File: src/rtl/axis_output_arbiter_pkg.sv
// Shared AXI-Stream types, routing-header ID and arbiter state for the router output stage.
// Payload widths are fixed here so every lane, demux and arbiter agrees on one layout.
package axis_output_arbiter_pkg;

  localparam int DATA_WIDTH = 32;
  localparam int ID_WIDTH   = 4;
  localparam int DEST_WIDTH = 4;
  localparam int USER_WIDTH = 4;

  // TID value that marks the first flit of a packet.
  localparam logic [ID_WIDTH-1:0] ROUTING_HEADER = 4'hA;

  typedef struct packed {
    logic [DATA_WIDTH-1:0] tdata;
    logic [ID_WIDTH-1:0]   tid;
    logic [DEST_WIDTH-1:0] tdest;
    logic [USER_WIDTH-1:0] tuser;
    logic                  tlast;
  } axis_data_t;

  typedef struct packed {
    logic       tvalid;
    axis_data_t data;
  } axis_mosi_t;

  typedef struct packed {
    logic tready;
  } axis_miso_t;

  typedef enum logic {
    IDLE,
    LOCKED
  } arb_state_t;

  function automatic logic [31:0] sat_inc(input logic [31:0] value);
    return (value == 32'hFFFF_FFFF) ? value : value + 32'd1;
  endfunction

endpackage

File: src/rtl/axis_output_arbiter_rr_pick.sv
// Combinational round-robin picker: first set request at or after rr_ptr_i, wrapping at N-1.
// Pure function of its inputs so other arbiters can reuse it with their own state.
module axis_output_arbiter_rr_pick #(
  parameter int N  = 5,
  parameter int GW = (N > 1) ? $clog2(N) : 1
) (
  input  logic [N-1:0]  req_i,
  input  logic [GW-1:0] rr_ptr_i,
  output logic [GW-1:0] winner_o,
  output logic          any_req_o
);

  logic found;
  int   idx;

  // NOTE: every output and temporary gets a default first, so no path leaves a latch behind.
  always_comb begin
    winner_o  = '0;
    any_req_o = |req_i;
    found     = 1'b0;
    idx       = 0;
    for (int i = 0; i < N; i++) begin
      idx = int'(rr_ptr_i) + i;
      if (idx >= N) idx = idx - N;
      if (!found && req_i[idx]) begin
        winner_o = GW'(idx);
        found    = 1'b1;
      end
    end
  end

endmodule

File: src/rtl/axis_output_arbiter.sv
// Packet-level round-robin merge of INPUT_NUMBER AXI-Stream lanes onto one output.
// Optional macro ARB_PMU_EN adds saturating packet and stall counters.
module axis_output_arbiter
  import axis_output_arbiter_pkg::*;
#(
  parameter int INPUT_NUMBER = 5,
  parameter int GRANT_WIDTH  = (INPUT_NUMBER > 1) ? $clog2(INPUT_NUMBER) : 1
) (
  input  logic                   clk_i,
  input  logic                   rst_i,
  input  axis_mosi_t             in_mosi_i [INPUT_NUMBER],
  output axis_miso_t             in_miso_o [INPUT_NUMBER],
  output axis_mosi_t             out_mosi_o,
  input  axis_miso_t             out_miso_i,
  output logic [GRANT_WIDTH-1:0] grant_o,
  output logic                   grant_valid_o
`ifdef ARB_PMU_EN
  ,
  output logic [31:0]            pkt_count_o,
  output logic [31:0]            stall_count_o
`endif
);

  arb_state_t              state_q;
  logic [GRANT_WIDTH-1:0]  grant_q;
  logic                    grant_valid_q;
  logic [GRANT_WIDTH-1:0]  rr_ptr_q;

  logic [INPUT_NUMBER-1:0] req;
  logic [GRANT_WIDTH-1:0]  winner;
  logic                    any_req;
  logic                    xfer;
  logic                    last_xfer;

  always_comb begin
    for (int i = 0; i < INPUT_NUMBER; i++) begin
      req[i] = in_mosi_i[i].tvalid && (in_mosi_i[i].data.tid == ROUTING_HEADER);
    end
  end

  axis_output_arbiter_rr_pick #(
    .N  (INPUT_NUMBER),
    .GW (GRANT_WIDTH)
  ) u_rr_pick (
    .req_i     (req),
    .rr_ptr_i  (rr_ptr_q),
    .winner_o  (winner),
    .any_req_o (any_req)
  );

  // The locked lane is a straight wire to the output; IDLE forwards nothing.
  always_comb begin
    out_mosi_o = '0;
    for (int i = 0; i < INPUT_NUMBER; i++) in_miso_o[i] = '0;
    if (state_q == LOCKED) begin
      out_mosi_o          = in_mosi_i[grant_q];
      in_miso_o[grant_q]  = out_miso_i;
    end
  end

  assign xfer      = (state_q == LOCKED) && out_mosi_o.tvalid && out_miso_i.tready;
  assign last_xfer = xfer && out_mosi_o.data.tlast;

  // NOTE: state registers use non-blocking assignments so every flop samples pre-edge values.
  always_ff @(posedge clk_i or posedge rst_i) begin
    if (rst_i) begin
      state_q       <= IDLE;
      grant_q       <= '0;
      grant_valid_q <= 1'b0;
      rr_ptr_q      <= '0;
    end else begin
      case (state_q)
        IDLE: begin
          if (any_req) begin
            grant_q       <= winner;
            grant_valid_q <= 1'b1;
            state_q       <= LOCKED;
          end
        end
        LOCKED: begin
          if (last_xfer) begin
            grant_valid_q <= 1'b0;
            state_q       <= IDLE;
            rr_ptr_q      <= (grant_q == GRANT_WIDTH'(INPUT_NUMBER - 1)) ? '0 : grant_q + 1'b1;
          end
        end
        default: state_q <= IDLE;
      endcase
    end
  end

  assign grant_o       = grant_q;
  assign grant_valid_o = grant_valid_q;

`ifdef ARB_PMU_EN
  logic [31:0] pkt_count_q,   pkt_count_d;
  logic [31:0] stall_count_q, stall_count_d;
  logic        stall;

  assign stall = (state_q == LOCKED) && out_mosi_o.tvalid && !out_miso_i.tready;

  always_comb begin
    pkt_count_d   = last_xfer ? sat_inc(pkt_count_q)   : pkt_count_q;
    stall_count_d = stall     ? sat_inc(stall_count_q) : stall_count_q;
  end

  always_ff @(posedge clk_i or posedge rst_i) begin
    if (rst_i) begin
      pkt_count_q   <= '0;
      stall_count_q <= '0;
    end else begin
      pkt_count_q   <= pkt_count_d;
      stall_count_q <= stall_count_d;
    end
  end

  assign pkt_count_o   = pkt_count_q;
  assign stall_count_o = stall_count_q;
`endif

endmodule

File: config.mk
export PLATFORM = sky130hd
export DESIGN_NAME = axis_output_arbiter
export DESIGN_NICKNAME = d
export VERILOG_FILES = /design/src/rtl/axis_output_arbiter_pkg.sv /design/src/rtl/axis_output_arbiter_rr_pick.sv /design/src/rtl/axis_output_arbiter.sv
export SDC_FILE = /design/constraint.sdc
export NUM_CORES = 1
export LEC_CHECK = 0
export CAP_MARGIN = 10
export CORE_AREA = 2 2 110 112
export CTS_CLUSTER_DIAMETER = 60
export CTS_CLUSTER_SIZE = 24
export DETAILED_ROUTE_END_ITERATION = 6
export DIE_AREA = 0 0 112 114
export DONT_BUFFER_PORTS = 1
export SYNTH_ARGS = -nofsm -noshare
export SYNTH_HDL_FRONTEND = slang
export SYNTH_SLANG_ARGS = --single-unit
File: constraint.sdc
create_clock -name clk_i -period 3.1 [get_ports clk_i]
set_input_delay 0.31 -clock clk_i [delete_from_list [all_inputs] [get_ports clk_i]]
set_output_delay 0.31 -clock clk_i [all_outputs]
set_load 0.05 [all_outputs]
==> out/metrics.csv <==
stage,metric,value,unit
detailed_routing,vias_per_cell,6.40,
finish,drive_above_1_share,38.7,%
logic_synthesis,synth_warnings,0,
detailed_routing,wl_per_cell,26.3,µm
detailed_routing,wl_met3,1600,µm
logic_synthesis,yosysUniqueCellTypes,64,
die,die_h,114,µm
worst_setup_path,critical_path_class,flip-flop to flip-flop,
detailed_routing,dr.pass1.iters,6,
power,ir_drop,0.00113,V
worst_setup_path,worstSetupStartpointType,flip-flop,
timing,hold_viol_final,0,
finish,nets,654,
timing,fmax,345,MHz
detailed_routing,drc_errors,0,
power,power_density,1570,nW/µm²
place,hpwl,12400,µm
detailed_routing,ant_nets,0,
timing,drv_slew,0,
timing,setup_viol,0,
place,io_buffers,0,
logic_synthesis,syn_area,3180,µm²
timing,finalClockSkew,0.00362,ns
clock_tree,cts.sinks,8,
global_routing,antenna_found_initial,5,
global_routing,grt_max_degree,47,
run_status,status,completed,
clock_tree,htree_num_levels,1,
logic_synthesis,avgSynthCellArea,8.86,µm²
logic_synthesis,synth_cells,359,
logic_synthesis,synth_flop_cell,dfrtp_1,
clock_tree,cts_tree,done,
timing,period_share,93.6,%
detailed_routing,wl_met1,5400,µm
worst_setup_path,arrival,3.02,ns
place,globalplace.congestion,1.01,
die,die-width,112,µm
worst_setup_path,critPathRequiredTime,3.22,ns
detailed_routing,routed_wl,14700,µm
clock_tree,numCtsBuffers,3,
die,initial_core_util,27.2,%
worst_setup_path,cp-end-kind,flip-flop,
logic_synthesis,ys_seq_area_share,6.29,%
timing,period_minus_slack,2.90,ns
timing,worst_pin_slew,0.842,ns
logic_synthesis,synth_edf_count,0,
die,fp.dieArea,12800,µm²
finish,fill_cells,1224,
timing,setup_tns,0,ns
detailed_routing,wl_met2,7310,µm
detailed_routing,routed.top_layer,met5,
timing,grt_setup_unrepaired,no,
flow_run,maxCapViolCount,0,
clock_tree,clock_latency,0.23,ns
finish,seqCellArea,205,µm²
finish,utilization,33.7,%
clock_tree,path_clk_slew,0.04,ns
global_routing,grt_pass1_vias,3419,
logic_synthesis,async_flop_share,100,%
power,p_leak,1.58,nW
timing,relSlewSlack,43.8,%
logic_synthesis,syn_nets,604,
logic_synthesis,synth_seq_cells,8,
die,coreArea,11700,µm²
detailed_routing,dr_total_vias,3573,
die,num_rows,40,
global_routing,grtUsageTotal,21.1,%
clock_tree,clk_path_buf_depth,2,
global_routing,grt-ovfl-total,0,
detailed_routing,drt_iter0_drc,367,
finish,multi_input_area,2850,µm²
clock_tree,cts-root-buf,clkbuf_16,
global_routing,grt_pass1_wl,21000,µm
worst_hold_path,hold_class,input pin to asynchronous set/reset pin,
die,ios,288,
finish,area_growth,24.2,%
worst_setup_path,worst-path-max-fanout,5,
## area by class of cell
class                           count  area share [%]
Multi-Input combinational cell    306            72.0
Antenna cell                        3           0.190
Tap cell                          147            4.65
Sequential cell                     8            5.19
Clock buffer                        4            1.99
Inverter                           13            1.23
Timing Repair Buffer               77            14.7
## registers in the layout (all words and copies together) (netlist names)
signal and flops:
state_q 1, grant_o 3, grant_valid_o 1, rr_ptr_q 3
## worst max-delay path, stage by stage (launching register included)
cell,delay [ns]
dfrtp_1,0.37
inv_2,0.08
ha_1,0.17
inv_1,0.06
fa_2,0.38
buf_4,0.17
nor2_1,0.13
o22ai_2,0.15
mux2i_1,0.17
a32oi_2,0.24
nand4_2,0.21
nor4b_4,0.42
a31oi_1,0.13
o31a_1,0.11
## power by group
part	switching (mW)	internal (mW)	leakage (nW)
Sequential	0.190	0.162	0.0934
Combinational	3.52	2.11	1.45
Clock	0.0569	0.172	0.0382
Total	3.76	2.44	1.58
## synth_stat cells (2+ instances only)
library cell | number | area share, %
nor2_1 | 58 | 6.8
a22oi_1 | 46 | 11
mux4_2 | 45 | 32
clkbuf_1 | 21 | 2.5
nand2_1 | 16 | 1.9
a21oi_1 | 12 | 1.9
ha_1 | 11 | 4.3
inv_1 | 11 | 1.3
dfrtp_1 | 8 | 6.3
buf_2 | 7 | 1.1
nor3_1 | 7 | 1.1
nand3_1 | 6 | 0.94
xnor2_1 | 6 | 1.7
a21o_1 | 5 | 1.2
a31oi_1 | 5 | 0.98
and3_1 | 5 | 0.98
mux2_2 | 5 | 1.8
mux2i_1 | 5 | 1.6
nand2b_1 | 5 | 0.98
nor2b_1 | 5 | 0.98
nor4_1 | 5 | 0.98
o21ai_0 | 5 | 0.79
o22ai_1 | 5 | 0.98
and2_1 | 4 | 0.79
a211oi_1 | 3 | 0.71
a221oi_1 | 3 | 0.83
clkbuf_2 | 2 | 0.31
inv_2 | 2 | 0.24
nand4_1 | 2 | 0.39
nor4bb_1 | 2 | 0.63
o21a_1 | 2 | 0.47
o31a_1 | 2 | 0.55
or3_1 | 2 | 0.39
## repair_timing
item                       CTS  global route
gates resized for setup      0             4
setup endpoints to repair    0             3
hold endpoints to repair     8             0
buffers inserted             0             1
hold buffers                 1             0
## metrics by stage
| step | cells | hold slack (ns) | power, mW | cell area, µm² | setup slack [ns] |
|---|---|---|---|---|---|
| 6_report | 558 | 0.481 | 6.20 | 3950 | 0.198 |
| 5_1_grt | 557 | 0.519 | 6.58 | 3950 | 0.0244 |
| 4_1_cts | 554 | 0.504 | 6.17 | 3920 | 0.106 |
| 3_5_place_dp | 549 | 0.183 | 5.90 | 3830 | 0.102 |
| 3_3_place_gp | 549 | 0.183 | 5.83 | 3830 | 0.278 |
| 2_1_floorplan | 359 | 0.126 | 4.46 | 3200 | -0.0884 |
## cells by family after synthesis
| kind of cell | Yosys count | synth area share [%] |
|---|---|---|
| and+or+nand+nor | 128 | 20.8 |
| AOI/OAI and AO/OA | 104 | 24.9 |
| adders and majority gates | 12 | 4.95 |
| muxes | 56 | 35.6 |
| xor gates and xnor gates | 6 | 1.65 |
| buffers and inverters | 45 | 5.78 |
| DFF | 8 | 6.29 |
## cells in the final DEF (no fill, tap or decap), types with 4 or more instances in the layout
| master | instances |
|---|---|
| and3_1 | 5 |
| o21ai_0 | 4 |
| a21oi_1 | 11 |
| ha_1 | 11 |
| nand3_1 | 6 |
| nand2_1 | 16 |
| o22ai_1 | 5 |
| mux2_2 | 5 |
| mux4_2 | 45 |
| mux2i_1 | 5 |
| nor2b_1 | 5 |
| buf_4 | 76 |
| dfrtp_1 | 6 |
| a31oi_1 | 5 |
| inv_1 | 10 |
| a21o_1 | 5 |
| xnor2_1 | 6 |
| a22oi_1 | 46 |
| nand2b_1 | 5 |
| nor2_1 | 58 |
| nor3_1 | 5 |
| and2_1 | 4 |
## per-layer routing
metal | vias to the layer above | track usage [%]
met5 | - | 0
met4 | 2 | 6.34
met3 | 33 | 7.17
met2 | 247 | 35.7
met1 | 1756 | 25.5
li1 | 1535 | -
## path summary, 6_finish.rpt
check                                   startpoint                   endpoint  slack, ns  cells after the start
max                        rr_ptr_q[0]$_DFFE_PP0P_     grant_o[0]$_DFFE_PP0P_       0.20                     13
min                                          rst_i  grant_valid_o$_DFFE_PP0P_       0.48                      2
max reg2reg                rr_ptr_q[0]$_DFFE_PP0P_     grant_o[0]$_DFFE_PP0P_       0.20                     13
min reg2reg                      state_q$_DFF_PP0_          state_q$_DFF_PP0_       0.63                      1
max in group asynchronous                    rst_i     grant_o[0]$_DFFE_PP0P_       2.34                      2
min in group clk_i               state_q$_DFF_PP0_          state_q$_DFF_PP0_       0.63                      1
Power figures use the tool's default switching activity.
